[src/rtl/fusion_alu_pkg.sv]
// fusion_alu_pkg: shared types and constants for the fusion ALU logic path.
package fusion_alu_pkg;
  localparam int LOGIC_WIDTH = 32;
  typedef enum logic [1:0] {
    LOP_XOR = 2'd0,
    LOP_AND = 2'd1,
    LOP_OR  = 2'd2,
    LOP_NOR = 2'd3
  } logic_op_t;
  typedef logic req_id_t;
  typedef enum logic {
    ST_EMPTY = 1'b0,
    ST_FULL  = 1'b1
  } sched_state_t;
endpackage

[src/rtl/fusion_logic_unit.sv]
// fusion_logic_unit: combinational bitwise XOR/AND/OR/NOR over the full operand width.
module fusion_logic_unit
  import fusion_alu_pkg::*;
#(
  parameter int WIDTH = LOGIC_WIDTH
) (
  input  logic_op_t        op_i,
  input  logic [WIDTH-1:0] a_i,
  input  logic [WIDTH-1:0] b_i,
  output logic [WIDTH-1:0] result_o
);
  assign result_o = op_i == LOP_XOR ? a_i ^ b_i :
                    op_i == LOP_AND ? a_i & b_i :
                    op_i == LOP_OR  ? a_i | b_i : ~(a_i | b_i);
endmodule

[src/rtl/fusion_logic_sched.sv]
// fusion_logic_sched: round-robin two-slot scheduler feeding one logic unit into a one-entry result stage.
// Optional FUSION_LOGIC_PARITY_EN adds a registered even-parity output res_parity.
module fusion_logic_sched
  import fusion_alu_pkg::*;
#(
  parameter int WIDTH = LOGIC_WIDTH,
  parameter int CNT_W = 16
) (
  input  logic             clk,
  input  logic             rst_n,
  input  logic             req0_valid,
  output logic             req0_ready,
  input  logic [1:0]       req0_op,
  input  logic [WIDTH-1:0] req0_a,
  input  logic [WIDTH-1:0] req0_b,
  input  logic             req1_valid,
  output logic             req1_ready,
  input  logic [1:0]       req1_op,
  input  logic [WIDTH-1:0] req1_a,
  input  logic [WIDTH-1:0] req1_b,
  output logic             res_valid,
  input  logic             res_ready,
  output logic [WIDTH-1:0] res_data,
  output req_id_t          res_id,
  output logic [CNT_W-1:0] grant_cnt0,
  output logic [CNT_W-1:0] grant_cnt1
`ifdef FUSION_LOGIC_PARITY_EN
  ,
  output logic             res_parity
`endif
);
  sched_state_t     state_q, state_d;
  req_id_t          winner, last_grant_q, id_q;
  logic             can_issue, issue;
  logic [WIDTH-1:0] data_q, result;
  logic [CNT_W-1:0] cnt0_q, cnt1_q;
  // Contested cycles go to the slot that did not win the last transfer.
  assign can_issue  = !res_valid || res_ready;
  assign winner     = (req0_valid && req1_valid) ? ~last_grant_q : req1_valid;
  assign req0_ready = can_issue && req0_valid && !winner;
  assign req1_ready = can_issue && req1_valid && winner;
  assign issue      = req0_ready || req1_ready;
  fusion_logic_unit #(.WIDTH(WIDTH)) u_unit (
    .op_i    (logic_op_t'(winner ? req1_op : req0_op)),
    .a_i     (winner ? req1_a : req0_a),
    .b_i     (winner ? req1_b : req0_b),
    .result_o(result)
  );
  always_ff @(posedge clk) begin
    state_q <= !rst_n ? ST_EMPTY : state_d;
  end
  always_comb begin
    state_d = issue ? ST_FULL : (state_q == ST_FULL && !res_ready) ? ST_FULL : ST_EMPTY;
  end
  always_comb begin
    res_valid = state_q == ST_FULL;
  end
  always_ff @(posedge clk) begin
    if (!rst_n) begin
      data_q       <= '0;
      id_q         <= 1'b0;
      last_grant_q <= 1'b1;
      cnt0_q       <= '0;
      cnt1_q       <= '0;
    end else if (issue) begin
      data_q       <= result;
      id_q         <= winner;
      last_grant_q <= winner;
      cnt0_q       <= (!winner && !(&cnt0_q)) ? cnt0_q + CNT_W'(1) : cnt0_q;
      cnt1_q       <= (winner && !(&cnt1_q)) ? cnt1_q + CNT_W'(1) : cnt1_q;
    end
  end
  assign res_data   = data_q;
  assign res_id     = id_q;
  assign grant_cnt0 = cnt0_q;
  assign grant_cnt1 = cnt1_q;
`ifdef FUSION_LOGIC_PARITY_EN
  logic parity_q;
  always_ff @(posedge clk) begin
    if (!rst_n) parity_q <= 1'b0;
    else if (issue) parity_q <= ^result;
  end
  assign res_parity = parity_q;
`endif
endmodule
[config.mk]
export PLATFORM = sky130hd
export DESIGN_NAME = fusion_logic_sched
export DESIGN_NICKNAME = d
export VERILOG_FILES = /design/src/rtl/fusion_alu_pkg.sv /design/src/rtl/fusion_logic_unit.sv /design/src/rtl/fusion_logic_sched.sv
export SDC_FILE = /design/constraint.sdc
export NUM_CORES = 1
export LEC_CHECK = 0
export BUFFER_PORTS_ARGS = -buffer_cell sky130_fd_sc_hd__buf_4
export CAP_MARGIN = 20
export CORE_AREA = 2 2 107 109
export DETAILED_ROUTE_END_ITERATION = 10
export DIE_AREA = 0 0 109 111
export PLACE_DENSITY = 0.87
export SYNTH_ARGS = -nofsm -noshare
export SYNTH_HDL_FRONTEND = slang
export SYNTH_SLANG_ARGS = --single-unit
[constraint.sdc]
create_clock -name clk -period 2.9 [get_ports clk]
set_input_delay 0.58 -clock clk [delete_from_list [all_inputs] [get_ports clk]]
set_output_delay 0.58 -clock clk [all_outputs]
set_load 0.005 [all_outputs]
# == After elaboration in Yosys (flattened, before gate mapping) ==
# Index checks and enable logic that the tools add are counted.
# W data, S select, Z words.
# classes
addsub,2
eq_ne,2
mux,9
bitwise,5
n_reduce_logical,20
# op_table
op,count
$mux W32,5
$add A16 B1 Y16 const B,2
$and A32 B32 Y32,1
$not A32 Y32,1
$or A32 B32 Y32,1
$reduce_and A16 Y1,2
$xor A32 B32 Y32,1
$logic_and A1 B1 Y1,8
$logic_not A1 Y1,5
$reduce_and A2 Y1,2
$mux W1,3
$eq A2 B1 Y1 const B,1
$eq A2 B2 Y1 const B,1
$logic_not A2 Y1,1
$logic_or A1 B1 Y1,2
$mux W2,1
$not A1 Y1,1
# word_totals
ff_bits,67
inputBits,137
output_inout_bits,68
wordCells,44

# == Logic depth before layout (Yosys ltp) ==
# Gate-level depths: netlist (run 1).
# logic_depth
word_depth,8
depth_mapped,8
ltp_nobuf,6

# == By module ==
# Synthesis (run 1) repeated with hierarchy kept, for this count alone.
# unflattened
cells_unflattened,739
hier_area_um2,5890.6
# by_module_without_submodules
module,n_inst,cells_per_inst,area_each_um2,seq_area_each_um2
fusion_logic_sched,1,434,3781.1,1341.3
fusion_logic_unit,1,305,2109.5,0.0

# == Least setup slack after synthesis (run 1) ==
# OpenSTA, ideal clock, no wires.
# synth_path
kind,input port to flip-flop
start,in req1_valid
end,"reg data_q[24], in the netlist res_data[24]"
setup_time_ps,138
arrival_time_ps,2271
required_time_ps,2762
slack_ps,491
stages,7
path_buffers,2
cell_sequence,a21boi_4 > clkbuf_1 > buf_2 > mux2_2 > ha_1 > mux2i_1 > o221ai_1
# synth_between
elab_chain_len,8
elab_cells_between_ends,20
cone_classes,2 x eq/ne; 7 x mux; 4 x bitwise; 7 x reduce/logical
# synth_lines
element,line_no,rtl
"start, declared",fusion_logic_sched.sv:16,"input logic req1_valid,"
$logic_and A1 B1 Y1,fusion_logic_sched.sv:39,assign winner = (req0_valid && req1_valid) ? ~last_grant_q : req1_valid;
$mux W1,fusion_logic_sched.sv:39,
"$mux W32, on equally long branches","fusion_logic_sched.sv:45, fusion_logic_sched.sv:46",
$or A32 B32 Y32,fusion_logic_unit.sv:14,op_i == LOP_OR ? a_i | b_i : ~(a_i | b_i);
$not A32 Y32,fusion_logic_unit.sv:14,
$mux W32,fusion_logic_unit.sv:14,
$mux W32,fusion_logic_unit.sv:13,op_i == LOP_AND ? a_i & b_i :
$mux W32,fusion_logic_unit.sv:12,assign result_o = op_i == LOP_XOR ? a_i ^ b_i :
"end signal, assigned",fusion_logic_sched.sv:66,data_q <= result;
"end, declared",fusion_logic_sched.sv:35,"logic [WIDTH-1:0] data_q, result;"
# Parallel ways exist; a longest one is shown, timed or not.
# A chain may end at the register's enable or synchronous reset.

# == Worst setup path after layout (run 1) ==
# layout_path
start,in req0_valid
end,out req1_ready
# layout_between
elab_chain_len,3
# layout_lines
element,line_no,rtl
"start, declared",fusion_logic_sched.sv:11,"input logic req0_valid,"
$logic_and A1 B1 Y1,fusion_logic_sched.sv:39,
$mux W1,fusion_logic_sched.sv:39,
$logic_and A1 B1 Y1,fusion_logic_sched.sv:41,assign req1_ready = can_issue && req1_valid && winner;
"end, declared",fusion_logic_sched.sv:17,"output logic req1_ready,"
# Every way passes these cells.

==> results.md, run 1 <==
- Setup repair bufs after CTS: 0
- Initial antenna violation count: 0
- Full die area: 0.01210 mm²
- CP max-delay cell: nand2_1
- Final Hold Vio Count: 0
- Sequential area share after synthesis: 0.2526
- Top cells by count, synth: mux2i_1, inv_1, dfxtp_1
- Mean post-synth cell area: 8.910 µm²
- CTS tree: yes
- CTS Sinks: 67
- Met1 Wirelength: 5.784 mm
- Fin nets: between 900 and 1000
- Critical Path RT: 2320 ps
- DRC Markers: 0
- Cell accounting for the most synthesized area: dfxtp_1
- Clk buf depth: 2
- Internal Power: about 2.1 mW
- DR WL met2: 6.793 mm
- Max cap viols: 0
- Max Used Layer: met4
- Vertical die dimension: between 100 and 150 µm
- Setup violations, final: 0
- RSZ-0062 raised after global routing: false
- H-Tree Level Count: 3
- Status: finished clean
- First-pass GRT wire length: 22.23 mm
- Total power: 2.947 mW
- Clk Latency, worst-skew pair: 330 ps
- Average wire per standard cell: 14.60 µm
- Root Driver: clkbuf_16
- Worst Setup End Kind: output pin
- Critical-path cell list: buf_4, a21boi_4, buf_12, nand2_1, inv_1, buf_4
- Total Routing Usage GR: 0.2235
- Pwr/cell area: 404.1 mW/mm²
- Worst slew margin: 0.5046
- Worst slew pin tran: 737.4 ps
- Flop pwr share: 0.350
- Post-cts sizing count: 0
- Global route total overflow: 0
- Buf/Inv on CP: 4
- Critical path arrival: 1730 ps
- Ant diodes: 0
- Critical path class: input port to output pin
- #FFs+latches synth: 67
- Crit start category: input port
- Number of global-route vias before repair: 4815
- I/O pin count: 205
- WL final: about 14 mm
- DRT antenna net count: 0
- Ys flop type: dfxtp_1
- Layout Area Growth over Synthesis: 37.35%
- Leakage: 3.438 nW
- Synthesized area: 0.005310 mm²
- VDD IR-drop max: 0.2616 mV
- DIE WIDTH: 109 µm
- Synth cell types: 39
- CP max FO: 40
- Routability Congestion: ~0.8
- Clk pwr share: 0.366
- Setup TNS: 0 ps
- Initial detailed-routing violation count: 276
- Fraction of layout cells with a size suffix above 1: 0.3380
- Tmin final: 2309 ps
- Hold Path Class: flop to flop
- FP Rows: 39
- Most common cell in the netlist: mux2i_1
- Pins over their slew limit: 0
- Fmax: 433.1 MHz
- Routed wl met3: 1.003 mm
- Largest net degree at the start of global routing: 65
- Cell count after synthesis: 596
- Sw frac: 0.2833
- IO Port Bufs: 204
- Initial Utilization: 0.4794
- Cts hold-fix bufs: 0
- Number of synthesized flops with an enable pin: 0
- DR pass1 iterations: 4
- Synth top area cells: dfxtp_1, ha_1, mux2i_1
- Hpwl dp: slightly above 10 mm
- Psw: 0.8349 mW
- Async SR Flop Fraction: 0
- Vias per std cell: 5.390
- Max stage delay on crit path: 320 ps
- Clk_skew: 10.24 ps
- Worst-path clk slew: approximately 60 ps
- Cell family with most CP delay: buffers and inverters
- Syn nets: about 800
- Gate power share: 0.285
- Top cell by count, worst path: buf_4
- Synthesis Warnings: 0
- Clock buffer count from CTS: 9
- Final period util: 0.7961
- Top cell type's share of synthesized area: 0.2526
- Final core utilization: 0.6584
- Core area: 0.01108 mm²
- Vias: 5045
worst register-to-register path, delay by kind of cell, from the launching register on:
family	cells	cell delay (ps)
flip-flops	1	340
adder cells (fa/ha/maj)	1	300
multiplexers	2	590
AO/OA/AOI/OAI	2	310
buffers and inverters	1	440
power groups by stage:
stage / registers [mW] / logic (mW) / clock network, mW
3_3_place_gp: 1.05 / 0.820 / 0
4_1_cts: 1.03 / 0.848 / 1.10
2_1_floorplan: 1.05 / 0.480 / 0
3_5_place_dp: 1.05 / 0.845 / 0
6_report: 1.03 / 0.839 / 1.08
5_1_grt: 1.04 / 0.931 / 1.14
path summary, 6_finish.rpt:
check	from	to	slack, ps	cells after the start
hold reg to reg	res_data[24]	res_data[24]	470	2
setup reg to reg	last_grant_q	res_data[14]	780	6
hold / removal	res_data[24]	res_data[24]	470	2
setup / recovery	req0_valid	req1_ready	590	6
per-stage QoR:
| step | std cells | setup slack, ps | cell area (µm²) | hold WS (ps) |
|---|---|---|---|---|
| 2_1_floorplan | 596 | 491.1 | 5310 | 452.7 |
| 6_report | 936 | 591.3 | 7293 | 465.4 |
| 3_3_place_gp | 920 | 458.7 | 6999 | 446.9 |
| 4_1_cts | 936 | 596.5 | 7293 | 471.3 |
| 5_1_grt | 936 | 492.3 | 7293 | 498.1 |
| 3_5_place_dp | 920 | 380.4 | 6999 | 448.3 |
layer usage:
layer  track usage  vias to the layer above
li1              -                     2512
met1        0.2771                     2349
met2        0.3888                      174
met3       0.05173                       10
met4       0.04872                        0
met5             0                        -
final cells by class:
type	instances	area [µm²]
Sequential cell	67	1341
Timing Repair Buffer	215	1639
Clock buffer	9	225.2
Clock inverter	7	68.82
Inverter	70	262.8
Fill cell	889	3784
Multi-Input combinational cell	425	3577
Tap cell	143	178.9
registers in the layout, indices dropped and copies added, names as in the netlist:
register / count
grant_cnt1: 16
res_data: 32
grant_cnt0: 16
res_valid: 1
last_grant_q: 1
res_id: 1
kinds of logic (layout without fill, tap and decap cells):
family	count (synthesis)	in the layout	synth area share
mux	106	106	0.2074
compound gates	83	83	0.1152
xor+xnor	32	32	0.05278
buf+inv	104	301	0.07611
flops	67	67	0.2526
simple gates	138	138	0.1404
fa+ha+maj	66	66	0.1555
layout by cell type (no fill, tap or decap), types with 6 or more instances in the layout:
cell type	count
or4_1	13
clkbuf_16	9
mux2i_1	73
nand3_1	11
buf_4	213
nand4_1	9
mux2_2	32
dfxtp_1	67
nand2b_1	13
nand2_1	56
nor4_1	6
o21ai_0	6
nor3_1	8
ha_1	66
xnor2_1	32
a21oi_1	21
o221ai_1	32
o31ai_1	13
inv_1	69
(Power assumes the default switching activity.)
==> run 2, diff against run 1 <==
Clock period 2.9 ns to 2.4 ns, I/O delays scaled along.
==> results.md, run 2 (same netlist as run 1, synthesis figures left out) <==
- Status: finished clean (unchanged)
- Place WS: 83.15 ps (was 380.4 ps)
- WHS Endpoint: res_data[8] (was res_data[24])
- Global route total overflow: 0 (unchanged)
- Layout Area Growth over Synthesis: 39.18% (was 37.35%)
- CP Launch Point: last_grant_q (was req0_valid)
- Vias: 5130 (was 5045)
- CP max FO: 15 (was 40)
- Worst Hold Depth: 2 (unchanged)
- Critical path class: flop to output pin (was input port to output pin)
- Setup violations, final: 0 (unchanged)
- Setup WS post-layout: 315.2 ps (was 591.3 ps)
- Initial detailed-routing violation count: 285 (was 276)
- Largest net degree at the start of global routing: 49 (was 65)
- Critical-path cell list: a21boi_4, buf_12, nand2_1, inv_1, buf_4 (was buf_4, a21boi_4, buf_12, nand2_1, inv_1, buf_4)
- Vias per std cell: 5.457 (was 5.390)
- Tmin final: ~2100 ps
- Post-cts sizing count: 0 (unchanged)
- Routability Congestion: 0.8274 (was 0.7858)
- Leakage: 3.486 nW (was 3.438 nW)
- Pwr/cell area: 504.4 mW/mm² (was 404.1 mW/mm²)
- Setup TNS: 0 ps (unchanged)
- Initial Utilization: 0.4794 (unchanged)
- WL final: 13.93 mm (was 13.66 mm)
- Cells after DPL: 924 (was 920)
- Critical path arrival: 1600 ps (was 1730 ps)
- Core area: 0.01108 mm² (unchanged)
- First-pass GRT wire length: 22.60 mm (was 22.23 mm)
- Non-Filler Instances: 940 (was 936)
- VDD IR-drop max: 0.3708 mV (was 0.2616 mV)
- Hold Path Class: flop to flop (unchanged)
- Cell family with most CP delay: buffers and inverters (unchanged)
- Fraction of layout cells with a size suffix above 1: 0.3413 (was 0.3380)
- RSZ-0062 raised after global routing: false (unchanged)
- Fmax: 479.7 MHz
- Max reg flops: 32 (unchanged)
- Worst r2r src: grant_cnt1[0] (was last_grant_q)
- Final Hold Vio Count: 0 (unchanged)
- CP max-delay cell: dfxtp_1 (was nand2_1)
- Vertical die dimension: 111 µm (unchanged)
- Crit start category: flop (was input port)
- Pins over their slew limit: 0 (unchanged)
- Cts hold-fix bufs: 0 (unchanged)
- Ant diodes: 0 (unchanged)
- Critical Path RT: 1920 ps (was 2320 ps)
- CTS Sinks: 67 (unchanged)
- Number of global-route vias before repair: 4749 (was 4815)
- Most frequent cells in the layout: buf_4, mux2i_1, inv_1 (unchanged)
- Smallest hold slack: 466.0 ps (was 465.4 ps)
- R2r setup slk: 320 ps (was 780 ps)
- Clk buf depth: 2 (unchanged)
- Worst-path clk slew: 60 ps (about the same)
- Setup repair bufs after CTS: 0 (unchanged)
- Clk Latency, worst-skew pair: 330 ps (about the same)
- Root Driver: clkbuf_16 (unchanged)
- Worst hold start: res_data[8] (was res_data[24])
- H-Tree Level Count: 3 (unchanged)
- I/O pin count: 205 (unchanged)
- Worst Reg2Reg Path Length in Cells: 5 (was 6)
- Worst Setup End Kind: output pin (unchanged)
- Final period util: 0.8687
- Hpwl dp: 10.48 mm (was 10.27 mm)
- Worst slew pin tran: 418.3 ps (was 737.4 ps)
- DR pass1 iterations: 5 (was 4)
- DRT antenna net count: 0 (unchanged)
- Worst slew margin: 0.7172 (was 0.5046)
- Worst r2r dst: grant_cnt1[10] (was res_data[14])
- Fin nets: 995 (was 991)
- DIE WIDTH: 109 µm (unchanged)
- Initial antenna violation count: 0 (unchanged)
- DRC Markers: 0 (unchanged)
- Max cap viols: 0 (unchanged)
- IO Port Bufs: 204 (unchanged)
- CTS tree: yes (unchanged)
- Total Routing Usage GR: 0.2302 (was 0.2235)
- Buf/Inv on CP: 3 (was 4)
- Total power: 3.728 mW (was 2.947 mW)
- Full die area: 0.01210 mm² (unchanged)
- Most common cell after layout, fill and taps aside: buf_4 (unchanged)
- Max stage delay on crit path: 340 ps (was 320 ps)
- Average wire per standard cell: 14.81 µm (was 14.60 µm)
- Clk_skew: 7.854 ps (was 10.24 ps)
- Clock buffer count from CTS: 9 (unchanged)
- FP Rows: 39 (unchanged)
run 2: changes by cell type in the layout (fill, tap and decap cells not counted), sizes merged:
cell / change
buf: +4
bufinv: +1
clkinvlp: -1
inv: +2
clkinv: -2
run 2: stage by stage:
stage / util / cell area [µm²]
detailed placement: 0.6380 / 7067
global placement: 0.6380 / 7067
finish: 0.6672 / 7391
global route: 0.6672 / 7391
CTS: 0.6672 / 7391
floorplan: - / 5310
run 2: per-layer routing:
metal  up-vias  part of all wire  track usage
met5         -                 0            0
met4         0             0.014      0.06239
met3        20             0.072      0.04703
met2       198              0.50       0.4058
met1      2385              0.41       0.2796
li1       2527                 -            -
run 2: worst max-delay path by stage:
stage | depth (start not counted) | to | slack [ps]
2_1_floorplan | 7 | res_data[24] | 90
4_1_cts | 5 | req1_ready | 310
3_5_place_dp | 8 | res_data[9] | 80
5_1_grt | 4 | req1_ready | 200
3_3_place_gp | 8 | res_data[9] | 140
6_report | 5 | req1_ready | 320
run 2: cell type report:
class                      count  area, µm²
fill                         890       3686
multi-input combinational    425       3577
timing repair buffer         219       1707
sequential                    67       1341
inverter                      70      262.8
clock buffer                   9      225.2
tap                          143      178.9
clock inverter                 7      98.84
run 2: tightest hold or removal path, delay by kind of cell, from the launching register on:
kind            cells  cell delay (ps)
simple gates        1               50
flops               1              330
compound gates      1               50
run 2: where the power goes:
group	internal, mW	switching [mW]	leakage (nW)
clock network	0.917	0.534	0.156
logic	0.573	0.460	2.78
registers	1.19	0.0510	0.547
